===== config.mk =====
export PLATFORM = sky130hd
export DESIGN_NAME = vga_sync_driver
export DESIGN_NICKNAME = d
export VERILOG_FILES = /design/src/rtl/vga_sync_driver.sv
export SDC_FILE = /design/constraint.sdc
export NUM_CORES = 1
export LEC_CHECK = 0
export ABC_AREA = 1
export CORE_ASPECT_RATIO = 0.7
export CORE_MARGIN = 5
export CORE_UTILIZATION = 50
export DETAILED_ROUTE_END_ITERATION = 10
export HOLD_SLACK_MARGIN = 0.06
export PLACE_DENSITY_LB_ADDON = 0.1
export SYNTH_ARGS = -nofsm -noshare
export SYNTH_HDL_FRONTEND = slang
export SYNTH_SLANG_ARGS = --single-unit

===== constraint.sdc =====
create_clock -name clk -period 1.5 [get_ports clk]
set_input_delay 0.3 -clock clk [delete_from_list [all_inputs] [get_ports clk]]
set_output_delay 0.3 -clock clk [all_outputs]
set_load 0.05 [all_outputs]

===== src/rtl/vga_sync_driver.sv =====
// vga_sync_driver: VGA timing generator (640x480@60 by default) with a clk/2 pixel clock.
// Latency: counters advance on the clk edge where vga_clk falls; all other outputs decode them combinationally.
// Backpressure: none, free-running; frame_done is a one-clk strobe that the consumer must not stall.
//
// Ports:
//   clk, rst              system clock, asynchronous active-high reset
//   vga_clk               pixel clock (clk/2), driven straight from the phase flop
//   hsync, vsync          active-low sync pulses
//   active_pixels         high while (xPixel, yPixel) lies in the visible area
//   frame_done            one-clk strobe on the last clk of the last pixel of a frame
//   xPixel, yPixel        horizontal / vertical counters
//   VGA_BLANK_N           DAC blank (active low), follows active_pixels
//   VGA_SYNC_N            DAC sync-on-green (active low)
//
// Optional feature macro: VGA_SYNC_ON_GREEN_EN. When defined, VGA_SYNC_N = hsync & vsync.
// When undefined, VGA_SYNC_N is tied low.
module vga_sync_driver #(
    parameter int H_ACTIVE = 640,
    parameter int H_FP     = 16,
    parameter int H_SYNC   = 96,
    parameter int H_BP     = 48,
    parameter int V_ACTIVE = 480,
    parameter int V_FP     = 10,
    parameter int V_SYNC   = 2,
    parameter int V_BP     = 33
) (
    input  logic       clk,
    input  logic       rst,
    output logic       vga_clk,
    output logic       hsync,
    output logic       vsync,
    output logic       active_pixels,
    output logic       frame_done,
    output logic [9:0] xPixel,
    output logic [9:0] yPixel,
    output logic       VGA_BLANK_N,
    output logic       VGA_SYNC_N
);

    localparam int H_TOTAL = H_ACTIVE + H_FP + H_SYNC + H_BP;
    localparam int V_TOTAL = V_ACTIVE + V_FP + V_SYNC + V_BP;

    // Decode boundaries as 10-bit constants so every comparison is width-matched.
    localparam logic [9:0] H_LAST     = 10'(H_TOTAL - 1);
    localparam logic [9:0] V_LAST     = 10'(V_TOTAL - 1);
    localparam logic [9:0] H_VIS      = 10'(H_ACTIVE);
    localparam logic [9:0] V_VIS      = 10'(V_ACTIVE);
    localparam logic [9:0] HS_START   = 10'(H_ACTIVE + H_FP);
    localparam logic [9:0] HS_END     = 10'(H_ACTIVE + H_FP + H_SYNC);
    localparam logic [9:0] VS_START   = 10'(V_ACTIVE + V_FP);
    localparam logic [9:0] VS_END     = 10'(V_ACTIVE + V_FP + V_SYNC);

    logic phase;
    logic tick;

    // Counters step on the second clk of each pixel, i.e. the edge where vga_clk falls,
    // so they are settled by the next vga_clk rising edge the DAC samples on.
    assign tick    = phase;
    assign vga_clk = phase;

    always_ff @(posedge clk or posedge rst) begin
        if (rst) begin
            phase  <= 1'b0;
            xPixel <= 10'd0;
            yPixel <= 10'd0;
        end else begin
            phase <= ~phase;
            if (tick) begin
                if (xPixel == H_LAST) begin
                    xPixel <= 10'd0;
                    if (yPixel == V_LAST) begin
                        yPixel <= 10'd0;
                    end else begin
                        yPixel <= yPixel + 10'd1;
                    end
                end else begin
                    xPixel <= xPixel + 10'd1;
                end
            end
        end
    end

    assign active_pixels = (xPixel < H_VIS) && (yPixel < V_VIS);
    assign hsync         = !((xPixel >= HS_START) && (xPixel < HS_END));
    assign vsync         = !((yPixel >= VS_START) && (yPixel < VS_END));
    assign VGA_BLANK_N   = active_pixels;

    // Qualified by tick so the strobe covers only the final clk of the last pixel,
    // never both clks of it.
    assign frame_done = tick && (xPixel == H_LAST) && (yPixel == V_LAST);

`ifdef VGA_SYNC_ON_GREEN_EN
    assign VGA_SYNC_N = hsync & vsync;
`else
    assign VGA_SYNC_N = 1'b0;
`endif

endmodule


==> results of run 1 <==
-- Yosys cell counts, drive strengths merged --
library cell / count / area share [%]
inv: 31 / 8.4
nand4: 6 / 4.3
nor4: 1 / 0.45
nor2: 28 / 11
conb: 1 / 0.27
ha: 4 / 3.6
nand2: 50 / 14
dfrtp: 21 / 38
nand3b: 2 / 1.1
a21oi: 2 / 0.73
nor3: 6 / 3.7
o21ai: 9 / 3.5
buf: 5 / 2.8
xor2: 5 / 3.2
nand3: 13 / 4.7
-- cells by family after synthesis --
group           after synthesis
other cells                   1
xor+xnor                      5
buf+inv                      36
fa+ha+maj                     4
flops                        21
simple gates                106
compound gates               11
-- metrics by stage --
stage / hold slack (ns) / worst slack, ns
after floorplan: 0.275 / -0.570
after global placement: 0.540 / -0.0318
after detailed placement: 0.554 / -0.0892
after CTS: 0.372 / -0.346
-- what timing repair did --
item | 4_1_cts
buffers inserted | 10
gates resized for setup | 14
setup endpoints to repair | 5
pin swaps | 9
hold buffers | 0
==> results by group, run 1 <==
Run status
  – Status: did not finish
  – Stopping stage: global routing (5_1_grt)
  – First reported error: [ERROR DPL-0033] detailed placement checks failed during check placement.

Die
  – Chip height: ~54 um
  – Starting utilization of the core area: 54.0%
  – Standard-cell row count: 15
  – Num ports: 29
  – Die outline width: approximately 73 um

Placed design
  – Detailed placement HPWL: just over 3000 um
  – Number of buffers added on ports: 27
  – Cell Count Post-Placement: ~260
  – Placer congestion estimate: about 0.87
  – Area post-placement: ~0.0022 mm^2

Synthesis
  – Post-synthesis adder-cell area fraction: roughly 3.6%
  – Synthesized cell area: 0.00138 mm^2
  – Post-Synthesis Mean Instance Area: about 7.5 um^2
  – Number of different library cells in the post-synthesis netlist: 28
  – Yosys synthesis warning count: 0
  – Fraction of synthesized cell area in xor and xnor cells: 3.18%
  – Cells after Synth: between 150 and 200
  – Post-synthesis sequential area ratio: between 30% and 40%
  – Synth Area in Compound Gates: ~4.3%
  – Mux contribution to synthesized area: 0%
  – Total nets after synthesis: 190
  – Seq cells post-synth: 21
  – Main combinational cell family by area after synthesis: simple AND/OR/NAND/NOR gates
  – Post-Synth Simple-Gate Area: between 30% and 40%

CTS
  – CTS root buf: clkbuf_8
  – Clock buffer depth: 2
  – Number of buffers created by CTS: 3
  – CTS H-tree depth: 1
  – Clock sink count: 21

Global route
  – Pin count of the biggest net entering global routing: 22
  – Number of antenna violations at the first check in global routing: 0

STA
  – Category of the worst endpoint: top-level output
  – Post-GRT worst EP: frame_done
==> run 2: changes to the inputs <==
- CORE_ASPECT_RATIO: 0.7 -> default
- CORE_UTILIZATION: 50 -> 35
- HOLD_SLACK_MARGIN: 0.06 -> default
- PLACE_DENSITY_LB_ADDON: 0.1 -> 0.15
==> run 2 against run 1 <==
Against the previous run: the flow now finishes, with violations (setup timing); synthesized cell count unchanged; area after synthesis unchanged.
==> results by group, run 2 <==
Die
  – Num ports: 29 (unchanged)
  – Chip height: 72.7 um (+35%)
  – Starting utilization of the core area: 36.8% (-17 points)
  – Die ar.: 0.00529 mm^2
  – Die outline width: 72.7 um (unchanged)
  – Standard-cell row count: 22 (+7)
  – Core region area: between 0.003 and 0.004 mm^2

Setup path
  – Origin of the worst setup path: yPixel[0]
  – Buffers plus inverters on the worst setup path: 4
  – Worst-path fanout max: 2
  – Length in cells of the worst reg-to-reg path: 11
  – Largest stage delay on the critical path: roughly 0.42 ns
  – Capture point of the worst reg-to-reg path: yPixel[9]
  – Worst path slowest cell: dfrtp_2
  – Critical path endpoint category: output port
  – Critical path class: flop to output port
  – Startpoint type of the worst setup path: flop
  – Worst R2R Start: yPixel[0]
  – Reg2Reg Setup Slack: 0.02 ns
  – Critical path required time: about 1.2 ns
  – Capture point of the critical path: frame_done
  – Data arrival, critical path: around 1.5 ns
  – Critical path's top delay family: flip-flops
  – Cell-by-cell trace of the critical path: inv_2 -> ha_1 -> inv_1 -> nor2_1 -> nand3_1 -> nor2_2 -> nand2_2 -> clkinvlp_4 -> buf_12
  – Depth of the critical timing path with buffers and inverters included: 9

Synthesis
  – Cell taking the most area after synthesis: dfrtp_1
  – Yosys synthesis warning count: 0 (unchanged)
  – Seq cells post-synth: 21 (unchanged)
  – Post-synthesis sequential area ratio: 38.1% (unchanged)
  – Post-Synthesis Mean Instance Area: 7.49 um^2 (unchanged)
  – Count leader, synth: nand2_1
  – Area share of the largest cell type after synthesis: 38.1% (unchanged)
  – Number of different library cells in the post-synthesis netlist: 28 (unchanged)
  – Most instantiated flip-flop cell in the synthesis netlist: dfrtp_1
  – Total nets after synthesis: 190 (unchanged)
  – Cells after Synth: 184 (unchanged)
  – Commonest cells in the netlist: nand2_1 (48), inv_1 (24), dfrtp_1 (21)
  – Synth async-reset ratio: 100% (unchanged)
  – Leading cell types by total area after synthesis: dfrtp_1 (38%), nand2_1 (13%), inv_1 (6.5%)
  – Number of enable-type register cells in the synthesized netlist: 0 (unchanged)
  – Synthesized cell area: 0.00138 mm^2 (unchanged)

Layout
  – Area growth syn-to-layout: 84.6%
  – # fillers: just over 300
  – Most frequent cells in the layout: buf_4 (40), nand2_1 (39), buf_12 (26), dfrtp_2 (19)
  – Count of nets after finishing: approximately 270
  – Most frequent standard cell in the layout excluding fill and tap cells: buf_4
  – Post-route core utilization: around two thirds
  – Ant diodes: 0
  – Proportion of layout cells with a drive suffix above 1: about three fifths

STA
  – Worst hold slack: about 0.37 ns
  – Period minus WS final: between 1.5 and 2 ns
  – Final period util: 121%
  – Smallest setup slack after layout: -0.320 ns
  – Sum Neg Setup Slack: -1.07 ns
  – Final number of max-transition violations: 0
  – RSZ-0062 raised after global routing: true
  – Post-Route Skew: roughly 0.0071 ns
  – Achievable Freq: about 550 MHz
  – Number of hold-slack violations in the final timing report: 0
  – Setup violators final: 5

Detailed routing
  – Routed wire length on met2: 2190 um
  – Average routed wire per standard cell: between 10 and 15 um
  – DR iter-0 viols: between 80 and 90
  – Top Metal Used: met4
  – Via density per instance: 4.73
  – Met3 wire length: between 150 and 200 um
  – Total via count after detailed routing: 1448
  – Routed wire length: 4100 um
  – WL met1: 1710 um
  – DRT antenna net count: 0
  – Detailed-router iteration count before antenna repair: 4
  – Total DRC errors in the routed layout: 0

CTS
  – Clock network latency to the later pin of the worst-skew pair: ~0.27 ns
  – Clock tree from TritonCTS: yes
  – Clock sink count: 21 (unchanged)
  – Clock buffer depth: 2 (unchanged)
  – Hold_buf cts: 0 (unchanged)
  – CTS root buf: clkbuf_8
  – Clock transition at the registers of the reported paths: about 0.090 ns
  – Number of buffers created by CTS: 3 (unchanged)
  – CTS H-tree depth: 1 (unchanged)

Pwr
  – Pwr per Cell Area: 390 mW/mm^2
  – Leak Pwr: 1.24 nW
  – Peak supply drop: 0.242 mV

Run
  – Max cap viols: 0

Global route
  – Number of antenna violations at the first check in global routing: 0
  – Wire length of the first global-routing pass: just under 7000 um
  – Number of global-route vias before repair: about 1500
  – Total global routing overflow: 0
  – GRT Overall Usage: 16.0%
  – Pin count of the biggest net entering global routing: 22

Placed design
  – Detailed placement HPWL: 3130 um (+2.5%)
  – Number of buffers added on ports: 27 (unchanged)
  – Placer congestion estimate: 0.851 (-1.9%)

Run status
  – Violations in the final reports: setup timing
  – Status: complete, but fails checks

Worst hold path
  – Worst min-delay path class: primary input to asynchronous set/reset pin
[run 2: cell counts after synthesis]
Identical to the previous run, type by type.
[run 2: repair_timing]
action / 4_1_cts / 5_1_grt
pin swaps: 8 / 16
setup endpoints to repair: 5 / 12
gates resized for setup: 10 / 25
setup buffers: 7 / 8
[run 2: cell families (layout without fill, tap and decap cells)]
group / count (synthesis) / count (layout) / synth area share (%)
and+or+nand+nor: 106 / 106 / 39.2
buffers and inverters: 36 / 110 / 11.3
DFF: 21 / 21 / 38.1
AOI/OAI and AO/OA: 11 / 11 / 4.27
xor gates and xnor gates: 5 / 5 / 3.18
adders and majority gates: 4 / 4 / 3.63
other: 1 / 1 / 0.272
[run 2: worst min-delay path by stage]
| stage | cells past startpoint | to | from |
|---|---|---|---|
| final | 3 | xPixel[5] | rst |
| after global routing | 3 | yPixel[3] | rst |
| after CTS | 3 | xPixel[1] | rst |
| after detailed placement | 3 | yPixel[0] | yPixel[0] |
| after global placement | 3 | yPixel[0] | yPixel[0] |
| after floorplan | 1 | yPixel[3] | rst |
[run 2: layout make-up]
cell class	count	area (um^2)	share of cell area, %
clock buffer	4	45.0	1.77
inverter	31	125	4.92
multi-input combinational	127	842	33.1
sequential	21	549	21.6
tap	48	60.1	2.36
timing repair buffer	75	921	36.2
[run 2: per-stage QoR]
step                      total power [W]  worst slack [ns]  area (um^2)  cells
final                            0.000991            -0.320         2540    306
after global routing              0.00102            -0.406         2540    306
after detailed placement         0.000599           -0.0679         2270    289
after CTS                        0.000988            -0.343         2400    300
after floorplan                  0.000592            -0.570         1460    184
after global placement           0.000599           -0.0261         2270    289
[run 2: layer usage]
layer	track usage, %	vias to the layer above
met4	4.71	0
met5	0	-
met2	30.2	29
li1	-	718
met3	2.89	6
met1	18.2	695
[run 2: where the power goes]
part           switching, W  total [W]  internal (W)
sequential                0   0.000565      0.000565
clock              0.000214   0.000404      0.000190
combinational     0.0000179  0.0000221    0.00000418
total              0.000232   0.000991      0.000759
[run 2: worst min-delay path, stage by stage]
cell and delay [ns]:
clkdlybuf4s50_1 0.40, inv_1 0.05, buf_4 0.29
(Power assumes the default switching activity.)
==> run 3: changes to the inputs <==
- PLACE_DENSITY_LB_ADDON: 0.15 -> 0.2
==> run 3 against run 2 <==
Against the previous run: the run still ends with setup timing left; die area unchanged; critical path depth unchanged; clock power decreased by 5.7%; non-clock buffer count decreased by 9; final cell count decreased by 2.9%; worst hold slack got worse by 0.0091 ns; via count decreased by 4.4%.
==> results by group, run 3 (synthesis results as in run 2) <==
Detailed routing
  – DR iter-0 viols: 41 (-54%)
  – Total DRC errors in the routed layout: 0 (unchanged)
  – Routed wire length: 3630 um (-11%)
  – Average routed wire per standard cell: 12.2 um (-8.7%)
  – DRT antenna net count: 0 (unchanged)
  – Detailed-router iteration count before antenna repair: 4 (unchanged)
  – Via density per instance: 4.66 (-1.5%)
  – Total via count after detailed routing: 1385 (-4.4%)

Die
  – Num ports: 29 (unchanged)
  – Die outline width: 72.7 um (unchanged)
  – Chip height: 72.7 um (unchanged)
  – Starting utilization of the core area: 36.8% (unchanged)
  – Die ar.: 0.00529 mm^2 (unchanged)
  – Standard-cell row count: 22 (unchanged)
  – Core region area: 0.00374 mm^2 (unchanged)

Run status
  – Status: complete, but fails checks
  – Violations in the final reports: setup timing

Global route
  – GRT Overall Usage: 14.1% (-2.0 points)
  – Pin count of the biggest net entering global routing: 22 (unchanged)
  – Wire length of the first global-routing pass: 5820 um (-14%)
  – Total global routing overflow: 0 (unchanged)
  – Number of antenna violations at the first check in global routing: 0 (unchanged)
  – Number of global-route vias before repair: 1319 (-12%)

Run
  – Max cap viols: 0 (unchanged)

CTS
  – Clock network latency to the later pin of the worst-skew pair: 0.26 ns (about the same)
  – Clock sink count: 21 (unchanged)
  – CTS root buf: clkbuf_8
  – Clock tree from TritonCTS: yes
  – CTS H-tree depth: 1 (unchanged)
  – Number of buffers created by CTS: 3 (unchanged)
  – Clock buffer depth: 2 (unchanged)
  – Clock transition at the registers of the reported paths: 0.08 ns (about the same)

Setup path
  – Most used cell, CP: inv_2
  – Cell-by-cell trace of the critical path: inv_2 -> ha_4 -> inv_2 -> nor2_2 -> nand3_2 -> nor2_4 -> nand2_2 -> clkinvlp_4 -> buf_12
  – Length in cells of the worst reg-to-reg path: 9 (-2)
  – Worst-path fanout max: 2 (unchanged)
  – Worst path slowest cell: dfrtp_2
  – Critical path class: flop to output port
  – Capture point of the worst reg-to-reg path: yPixel[3]
  – Startpoint type of the worst setup path: flop
  – Critical path required time: 1.20 ns (about the same)
  – Critical path endpoint category: output port
  – Reg2Reg Setup Slack: 0.02 ns (about the same)
  – Largest stage delay on the critical path: 0.42 ns (about the same)
  – Worst R2R Start: xPixel[0]
  – Data arrival, critical path: 1.50 ns (-0.02 ns)

STA
  – RSZ-0062 raised after global routing: true
  – Final number of max-transition violations: 0 (unchanged)
  – Setup violators final: 5 (unchanged)
  – Final period util: 120% (-1.1 points)
  – Achievable Freq: 555 MHz (+0.93%)
  – Period minus WS final: 1.80 ns (-0.0168 ns)
  – Number of hold-slack violations in the final timing report: 0 (unchanged)
  – Post-Route Skew: 0.00526 ns (-0.00188 ns)
  – Worst hold slack: 0.364 ns (-0.00911 ns)
  – Smallest setup slack after layout: -0.303 ns (+0.0168 ns)

Placed design
  – Area post-placement: 0.00225 mm^2 (-0.77%)
  – Cell Count Post-Placement: 285 (-1.4%)
  – Placer congestion estimate: 0.812 (-4.6%)
  – Detailed placement HPWL: 2720 um (-13%)
  – Number of buffers added on ports: 27 (unchanged)

Layout
  – Proportion of layout cells with a drive suffix above 1: 57.4% (-1.1 points)
  – Ant diodes: 0 (unchanged)
  – Count of nets after finishing: 256 (-3.4%)
  – Most frequent cells in the layout: nand2_1 (41), buf_4 (31), buf_12 (27), dfrtp_2 (19), inv_2 (16)
  – Area growth syn-to-layout: 80.4%
  – Fin area: 0.00248 mm^2 (-2.3%)
  – Most frequent standard cell in the layout excluding fill and tap cells: nand2_1
  – Non-filler cells, final: 297 (-2.9%)

Pwr
  – Leak Pwr: 1.19 nW (-4.4%)
  – Power, Total: 0.000968 W (-2.4%)
  – Peak supply drop: 0.209 mV (-14%)
  – Pwr per Cell Area: 389 mW/mm^2 (about the same)

Worst hold path
  – Worst min-delay path class: primary input to asynchronous set/reset pin
==> run 3: cell types whose count changed in the layout (fill, tap and decap cells not counted), sizes merged <==
cell | before | now
buf | 74 | 64
clkinv | 0 | 1
==> run 3: final cells by class <==
type                    count  area, um^2
fillers                   305        1260
repair buffers             66         876
multi-input cells         127         833
flip-flops and latches     21         549
inverters                  31         120
well taps                  48        60.1
clock buffers               3        41.3
clock inverters             1        5.00
==> run 3: worst max path at each step <==
stage | start | endpoint | slack (ns) | cells past startpoint
after floorplan | yPixel[6] | active_pixels | -0.57 | 6
after global placement | yPixel[0] | frame_done | -0.02 | 9
after detailed placement | yPixel[0] | frame_done | -0.04 | 9
after CTS | yPixel[0] | frame_done | -0.34 | 9
after global routing | yPixel[0] | frame_done | -0.39 | 9
final | yPixel[0] | frame_done | -0.30 | 9
==> run 3: worst max-delay path: cells and delay by family, from the launching register on <==
family,cells,cell delay [ns]
adder cells (fa/ha/maj),1,0.13
flip-flops,1,0.42
AND/OR/NAND/NOR,4,0.37
buffers and inverters,4,0.33
==> run 3: timing repair <==
action / in CTS / in global routing
cloned: 0 / 1
setup buffers: 5 / 2
gates resized for setup: 8 / 21
hold buffers: 0 / 0
setup endpoints to repair: 5 / 14
pin swaps: 6 / 16
==> run 3: routing by layer <==
metal / track usage (%) / vias up / routed length, um
li1: - / 701 / -
met1: 17.2 / 639 / 1560
met2: 25.7 / 38 / 1870
met3: 1.38 / 7 / 141
met4: 4.51 / 0 / 59
met5: 0 / - / 0
==> run 3: where the power goes <==
part	total, W	switching (W)	internal (W)
sequential	0.000565	0	0.000565
combinational	0.0000213	0.0000171	0.00000417
clock	0.000381	0.000196	0.000185
==> run 3: through the flow <==
step	utilization, %	setup WS [ns]	setup TNS, ns
after floorplan	-	-0.570	-1.33
after global placement	60.2	-0.0241	-0.0246
after detailed placement	60.2	-0.0404	-0.0959
after CTS	63.1	-0.341	-1.36
after global routing	66.4	-0.389	-1.80
final	66.4	-0.303	-1.04
